<file path="src/rtl/bus_fabric.sv">
`default_nettype none
// ============================================================================
// Module   : bus_fabric
// Brief    : Resolves SOURCES active-low-enabled drivers onto one shared bus,
//            with bus keeper, contention tracking and a FWFT debug trace FIFO.
// Revision : 1.0 - initial release
// ============================================================================
module bus_fabric #(
    parameter int WIDTH       = 8,
    parameter int SOURCES     = 4,
    parameter int TRACE_DEPTH = 16,
    parameter int CNT_WIDTH   = 8
) (
    input  logic                              i_clk,
    input  logic                              i_reset,
    input  logic [SOURCES*WIDTH-1:0]          i_data,
    input  logic [SOURCES-1:0]                i_noe,
    output logic [WIDTH-1:0]                  o_data,
    output logic                              o_contention,
    output logic                              o_errSticky,
    input  logic                              i_errClear,
    output logic [CNT_WIDTH-1:0]              o_contentionCount,
    input  logic                              i_traceEnable,
    input  logic                              i_tracePop,
    output logic [WIDTH+$clog2(SOURCES)-1:0]  o_traceData,
    output logic                              o_traceValid,
    output logic [$clog2(TRACE_DEPTH):0]      o_traceLevel,
    output logic                              o_traceOverflow
);

    localparam int SID_W = $clog2(SOURCES);
    localparam int PTR_W = $clog2(TRACE_DEPTH);
    localparam int LVL_W = PTR_W + 1;
    localparam int ENT_W = WIDTH + SID_W;
    localparam logic [LVL_W-1:0]     FULL_LEVEL = LVL_W'(TRACE_DEPTH);
    localparam logic [CNT_WIDTH-1:0] CNT_MAX    = '1;

    logic [SOURCES-1:0] enabled;
    logic               active;
    logic [SID_W-1:0]   winner_id;
    logic [WIDTH-1:0]   win_data;
    logic [WIDTH-1:0]   keeper;

    assign enabled = ~i_noe;
    assign active  = |enabled;

    // Descending scan so the lowest-index enabled source is the last to assign.
    always_comb begin
        winner_id = '0;
        win_data  = '0;
        for (int k = SOURCES - 1; k >= 0; k--) begin
            if (enabled[k]) begin
                winner_id = SID_W'(k);
                win_data  = i_data[k*WIDTH +: WIDTH];
            end
        end
    end

    // More than one bit set <=> clearing the lowest set bit leaves something.
    assign o_contention = |(enabled & (enabled - SOURCES'(1)));
    assign o_data       = active ? win_data : keeper;

    always_ff @(posedge i_clk or posedge i_reset) begin
        if (i_reset) begin
            keeper <= '0;
        end else if (active) begin
            keeper <= o_data;
        end
    end

    always_ff @(posedge i_clk or posedge i_reset) begin
        if (i_reset) begin
            o_errSticky       <= 1'b0;
            o_contentionCount <= '0;
        end else begin
            if (o_contention) begin
                o_errSticky <= 1'b1;
            end else if (i_errClear) begin
                o_errSticky <= 1'b0;
            end

            if (o_contention) begin
                if (i_errClear) begin
                    o_contentionCount <= CNT_WIDTH'(1);
                end else if (o_contentionCount != CNT_MAX) begin
                    o_contentionCount <= o_contentionCount + CNT_WIDTH'(1);
                end
            end else if (i_errClear) begin
                o_contentionCount <= '0;
            end
        end
    end

    logic [ENT_W-1:0] trace_mem [TRACE_DEPTH];
    logic [PTR_W-1:0] wr_ptr;
    logic [PTR_W-1:0] rd_ptr;
    logic [LVL_W-1:0] level;
    logic             full;
    logic             push_req;
    logic             pop_ok;
    logic             push_ok;
    logic             drop;

    assign full     = (level == FULL_LEVEL);
    assign push_req = i_traceEnable & active;
    assign pop_ok   = i_tracePop & (level != '0);
    // A pop frees the slot in the same cycle, so a full FIFO can still accept.
    assign push_ok  = push_req & (~full | pop_ok);
    assign drop     = push_req & full & ~pop_ok;

    always_ff @(posedge i_clk) begin
        if (push_ok) begin
            trace_mem[wr_ptr] <= {winner_id, o_data};
        end
    end

    always_ff @(posedge i_clk or posedge i_reset) begin
        if (i_reset) begin
            wr_ptr          <= '0;
            rd_ptr          <= '0;
            level           <= '0;
            o_traceOverflow <= 1'b0;
        end else begin
            if (push_ok) begin
                wr_ptr <= wr_ptr + PTR_W'(1);
            end
            if (pop_ok) begin
                rd_ptr <= rd_ptr + PTR_W'(1);
            end
            case ({push_ok, pop_ok})
                2'b10:   level <= level + LVL_W'(1);
                2'b01:   level <= level - LVL_W'(1);
                default: level <= level;
            endcase
            if (drop) begin
                o_traceOverflow <= 1'b1;
            end else if (i_errClear) begin
                o_traceOverflow <= 1'b0;
            end
        end
    end

    assign o_traceData  = trace_mem[rd_ptr];
    assign o_traceValid = (level != '0);
    assign o_traceLevel = level;

endmodule
`default_nettype wire
</file>
<file path="config.mk">
export PLATFORM = sky130hd
export DESIGN_NAME = bus_fabric
export DESIGN_NICKNAME = d
export VERILOG_FILES = /design/src/rtl/bus_fabric.sv
export SDC_FILE = /design/constraint.sdc
export NUM_CORES = 1
export LEC_CHECK = 0
export ABC_AREA = 0
export CAP_MARGIN = 25
export CORE_ASPECT_RATIO = 2
export CORE_MARGIN = 2
export CORE_UTILIZATION = 45
export CTS_CLUSTER_DIAMETER = 120
export DETAILED_ROUTE_END_ITERATION = 6
export PLACE_DENSITY = 0.68
export SKIP_CTS_REPAIR_TIMING = 1
export SLEW_MARGIN = 10
export SYNTH_ARGS = -nofsm -noshare
export SYNTH_HDL_FRONTEND = slang
export SYNTH_SLANG_ARGS = --single-unit
</file>
<file path="constraint.sdc">
create_clock -name i_clk -period 2 [get_ports i_clk]
set_input_delay 0.3 -clock i_clk [delete_from_list [all_inputs] [get_ports i_clk]]
set_output_delay 0.3 -clock i_clk [all_outputs]
set_load 0.01 [all_outputs]
</file>
Word level (Yosys, flattened, before mapping)
Memories as Yosys holds them, arrays and structs flattened.
Index checks and enable logic that the tools add are counted.

cells by class
  muxes and demuxes = 19
  eq/ne operators = 4
  bitwise operators = 10
  reductions and logical operators = 8
  add/subtract/negate cells = 6

operator list
  kind                                                  count
  2-to-1 mux 8 bit                                      9
  case mux 5 bit (2 select lines)                       1
  adder 4 x 1 -> 4 bit (second input constant)          2
  adder 8 x 1 -> 8 bit (second input constant)          1
  2-to-1 mux 2 bit                                      4
  inequality test 8 bit (second input constant)         1
  nonzero test 2 bit                                    4
  OR reduction 4 bit                                    2
  adder 5 x 1 -> 5 bit (second input constant)          1
  bitwise AND 1 bit                                     5
  equality test 5 bit (second input constant)           1
  2-to-1 mux 1 bit                                      5
  nonzero test 5 bit                                    1
  subtractor 5 x 1 -> 5 bit (second input constant)     1
  bitwise AND 4 bit                                     1
  NOT 4 bit                                             1
  subtractor 4 x 1 -> 4 bit (second input constant)     1
  equality test 2 x 1 -> 1 bit (second input constant)  1
  equality test 2 bit (second input constant)           1
  NOT 1 bit                                             2
  AND reduction 2 bit                                   1
  bitwise OR 1 bit                                      1

word-level totals
  output and inout port bits = 35
  memories kept = 1
  word-level logic and storage cells = 55
  memory bits (writable) = 160
  bits in registers = 31
  input bits = 41

memories
  memory     depth  bits a word  rd ports  clocked after Yosys merged registers in  wr ports  RTL line  text
  trace_mem  16     10           1         0                                        1         94        logic [ENT_W-1:0] trace_mem [TRACE_DEPTH];

Longest topological paths before layout
  depth in word-level cells = 6
  mapped depth = 9
  gate-level depth less buffers = 8

Worst setup path after synthesis
OpenSTA, ideal clock, no wires.

  path kind = register to register
  start = register level[2] (netlist: o_traceLevel[2])
  end = register level[4] (netlist: o_traceLevel[4])
  data arrival time = 2.199 ns
  library setup time = 0.079 ns
  period minus slack after synthesis = 2.278 ns
  data required time = 1.921 ns
  cell stages (with the launch flop) = 10
  path slack = -0.278 ns
  cell sequence = dfrtp_1 > buf_6 > or4_4 > o221a_4 > xor2_1 > ha_1 > nand4b_1 > nor3_1 > a41oi_1 > mux2i_1

between the ends
  word-level cells in the longest chain between the ends = 6
  elaborated cells on any way between the ends = 12
  classes of those cells = add/sub: 2; eq/ne: 3; mux: 1; bitwise: 4; reduce/logical: 2

ends and longest elaborated chain
  what                                                                   RTL line  text
  start, declared                                                        97        logic [LVL_W-1:0] level;
  start signal, assigned                                                 131       2'b10: level <= level + LVL_W'(1);
  start signal, assigned                                                 132       2'b01: level <= level - LVL_W'(1);
  start signal, assigned                                                 133       default: level <= level;
  nonzero test 5 bit or equality test 5 bit (tied branches)              106, 104
  bitwise AND 1 bit or NOT 1 bit (tied branches)                         106, 108
  bitwise OR 1 bit                                                       108       assign push_ok = push_req & (~full | pop_ok);
  bitwise AND 1 bit                                                      108
  equality test 2 x 1 -> 1 bit or equality test 2 bit (tied branches)    130       case ({push_ok, pop_ok})
  case mux 5 bit (2 select lines) or nonzero test 2 bit (tied branches)  -

Parallel ways exist; a longest one is shown, timed or not.
A chain may end at the register's enable or synchronous reset.

Worst setup path after layout
  start = register rd_ptr[0]
  end = output o_traceData[7]

between the ends
  word-level cells in the longest chain between the ends = 1

ends and longest elaborated chain
  what                    RTL line  text
  start, declared         96        logic [PTR_W-1:0] rd_ptr;
  start signal, assigned  128       rd_ptr <= rd_ptr + PTR_W'(1);
  memory (16 x 10 bit)    -
  end, declared           25        output logic [WIDTH+$clog2(SOURCES)-1:0] o_traceData,

Every way passes these cells.

==> flow_summary.toml <==
[run_status]
outcome = "finished with violations"
failed_checks = "setup timing"

[timing]
setup_tns_ns = -6.80
finClkSkew_ns = 0.0124
rsz0062_at_grt = "yes"
fmax_ghz = 0.370
post-route-min-period_ns = 2.70
setup_ws_ns = -0.702
tightest_slew_ns = 0.446
final-hold-violation-count = 0
setup_viol = 13
final_max_slew_viol_count = 0
period_share_pct = 135
relSlewSlack_pct = 70.2

[clocking]
cts_buffers = 17
h-tree-depth = 4
cts.clk_slew.worst_paths_ns = 0.06
ctsLongestPathBuffers = 2
clockRootBuffer = "clkbuf_16"
clock_sink_count = 191
tritoncts = "yes"
clkLatencyLatePin_ns = 0.44

[place]
place_congestion = 0.951
pre_cts_slack_ns = -0.677
port_buffers = 75
dp_hpwl_um = 13000
placed_cells = 767

[synth]
ys_seq_area_share_pct = 69.9
synth_nets = 484
synthTopCellsByArea = "edfxtp_1 (60%), mux4_2 (14%), dfrtp_1 (9.7%), a22o_1 (1.5%), and2_1 (1.3%)"
synth_cells = 436
syn-cell-area_sq_um = 7980
synth_edf_count = 160
dominantRegCellSynth = "edfxtp_1"
synth-async-reset-ratio_pct = 16.2
yosysTopAreaCellShare_pct = 60.2
synth_seq_cells = 191
ys_types = 50
yosysWarningCount = 0
synth.avg_cell_area_sq_um = 18.3
yosysTopAreaCell = "edfxtp_1"

[global_routing]
antenna_found_initial = 0
grt_usage_pct = 21.1
grt_pass1_wl_um = 28700
grt_start_max_net_pins = 32
grt-ovfl-total = 0
grt_pass1_vias = 4928

[detailed_routing]
vias = 4743
ant_nets = 0
drtIter0Drc = 267
wl_um = 20300
routedWlPerCell_um = 24.7
drtPass1Iterations = 5
drc = 0
viasPerCell = 5.76

[power_and_ir_drop]
powerDensity_nw_per_um2 = 1290
leakagePower_nw = 3.92
peakVddDrop_mv = 0.755

[worst_hold_path]
min_path_type = "in -> async"

[setup_path]
reg2reg_to = "o_traceLevel[4]"
path_max_fanout = 5
reg2reg_from = "o_traceLevel[2]"
endpoint_kind = "output pin"
crit_path_start_kind = "flip-flop"
cp_slowest_stage_delay_ns = 0.53
cp.arrival_ns = 2.40
cp_slowest_cell = "mux4_2"
cp.required_ns = 1.70
cp_cell_sequence = "buf_12, buf_12, buf_4, mux4_2, mux4_2, clkbuf_2"
reg2regPathDepth = 8
crit_type = "reg -> out"
reg2reg_setup_slack_ns = -0.27

[floorplan]
floorplan.initialDensity_pct = 46.0
die_x_um = 98.2
std_cell_rows = 68
ios = 76
core_sq_um = 17400
dieArea_sq_um = 18900
die_h_um = 192

[layout]
layout.cells.non_filler = 823
antenna_cells = 0
syn_to_final_growth_pct = 34.9
nNetsFinal = 648
drive_above_1_share_pct = 39.2

[job]
drv_cap = 0
[routing by layer]
layer	wire length, um	track usage [%]	up-vias
li1	-	-	2105
met1	6760	23.0	2437
met2	11900	39.5	165
met3	937	3.98	36
met4	671	9.06	0
met5	0	0	-
[state kept, by name, summed over array words and instances, names as in the netlist]
register and cells:
o_contentionCount 8, wr_ptr 4, rd_ptr 4, keeper 8
trace_mem 160, o_traceOverflow 1, o_traceLevel 5, o_errSticky 1
[cell families after synthesis]
kind of cell | Yosys count | synth area share [%]
DFF | 191 | 69.9
and+or+nand+nor | 81 | 5.71
buffers and inverters | 34 | 1.79
AOI/OAI and AO/OA | 59 | 5.69
muxes | 54 | 14.7
adders and majority gates | 7 | 1.10
xor gates and xnor gates | 10 | 1.10
[per-stage QoR]
stage | hold WS, ns | util (%) | cell area [sq um] | power, W
2_1_floorplan | 0.363 | - | 8030 | 0.00769
3_3_place_gp | 0.470 | 55.7 | 9670 | 0.00956
3_5_place_dp | 0.481 | 55.7 | 9670 | 0.00965
4_1_cts | 0.277 | 59.4 | 10300 | 0.0133
5_1_grt | 0.308 | 62.0 | 10800 | 0.0145
6_report | 0.273 | 62.0 | 10800 | 0.0139
[final cells by class]
cell class / instances / area (sq um)
fillers: 1285 / 6590
flip-flops and latches: 191 / 5580
multi-input cells: 211 / 2440
repair buffers: 166 / 1790
clock buffers: 18 / 429
well taps: 210 / 263
clock inverters: 14 / 213
inverters: 12 / 48.8
repair inverters: 1 / 5.00
[where the power goes]
group          total [W]  switching (W)  internal (W)
registers        0.00508       0.000241       0.00484
logic            0.00515        0.00226       0.00289
clock network    0.00366        0.00144       0.00222
total             0.0139        0.00394       0.00994
[worst max-delay path, delay by kind of cell (launching register included)]
family	cells	cell delay (ns)
mux	2	0.98
buf+inv	4	0.57
flops	1	0.41
[worst max-delay path by stage]
stage,end,slack [ns],startpoint
4_1_cts,o_traceData[3],-1.03,rd_ptr[0]
6_report,o_traceData[7],-0.70,rd_ptr[0]
3_5_place_dp,o_data[3],-0.68,i_noe[1]
2_1_floorplan,o_traceLevel[4],-0.25,o_traceLevel[2]
5_1_grt,o_traceData[7],-0.76,rd_ptr[0]
3_3_place_gp,o_data[5],-0.61,i_noe[2]
[cells in the mapped netlist, types with 2 or more instances]
cell type and count:
mux4_2 50, buf_1 2, inv_1 11, a221oi_1 8
or2_2 7, nor4_1 2, a21o_1 3, nand2_1 15
o31ai_1 4, a221o_1 2, o211ai_1 2, nand4_1 3
and4_1 3, a21boi_0 2, o21ai_0 8, buf_2 6
clkbuf_1 13, xnor2_1 8, mux2i_1 2, a211oi_1 2
dfrtp_1 31, nor2_1 12, nor3_1 6, and2_1 16
nand4b_1 2, nand3_1 3, nor2b_1 3, a21oi_1 6
xor2_1 2, ha_1 7, a22o_1 14, and3b_1 2
edfxtp_1 160, or4_1 3
[cells in the final DEF, fill, tap and decap left out, drive strengths merged, types with 3 or more instances in the layout]
cell and n:
inv 13, nand4 3, bufinv 5, nor2b 3
nor3 6, mux4 50, nand2 15, o31ai 4
nand3 3, nor2 12, a21o 3, clkinv 4
or4 4, edfxtp 160, and2 16, or2 7
xnor2 8, dlymetal6s2s 9, clkinvlp 5, a221oi 8
and4 3, clkdlybuf4s50 51, buf 94, ha 7
dfrtp 31, clkbuf 30, a22o 14, o21ai 9
a21oi 6
No activity file was read; power rests on OpenSTA's default activity.
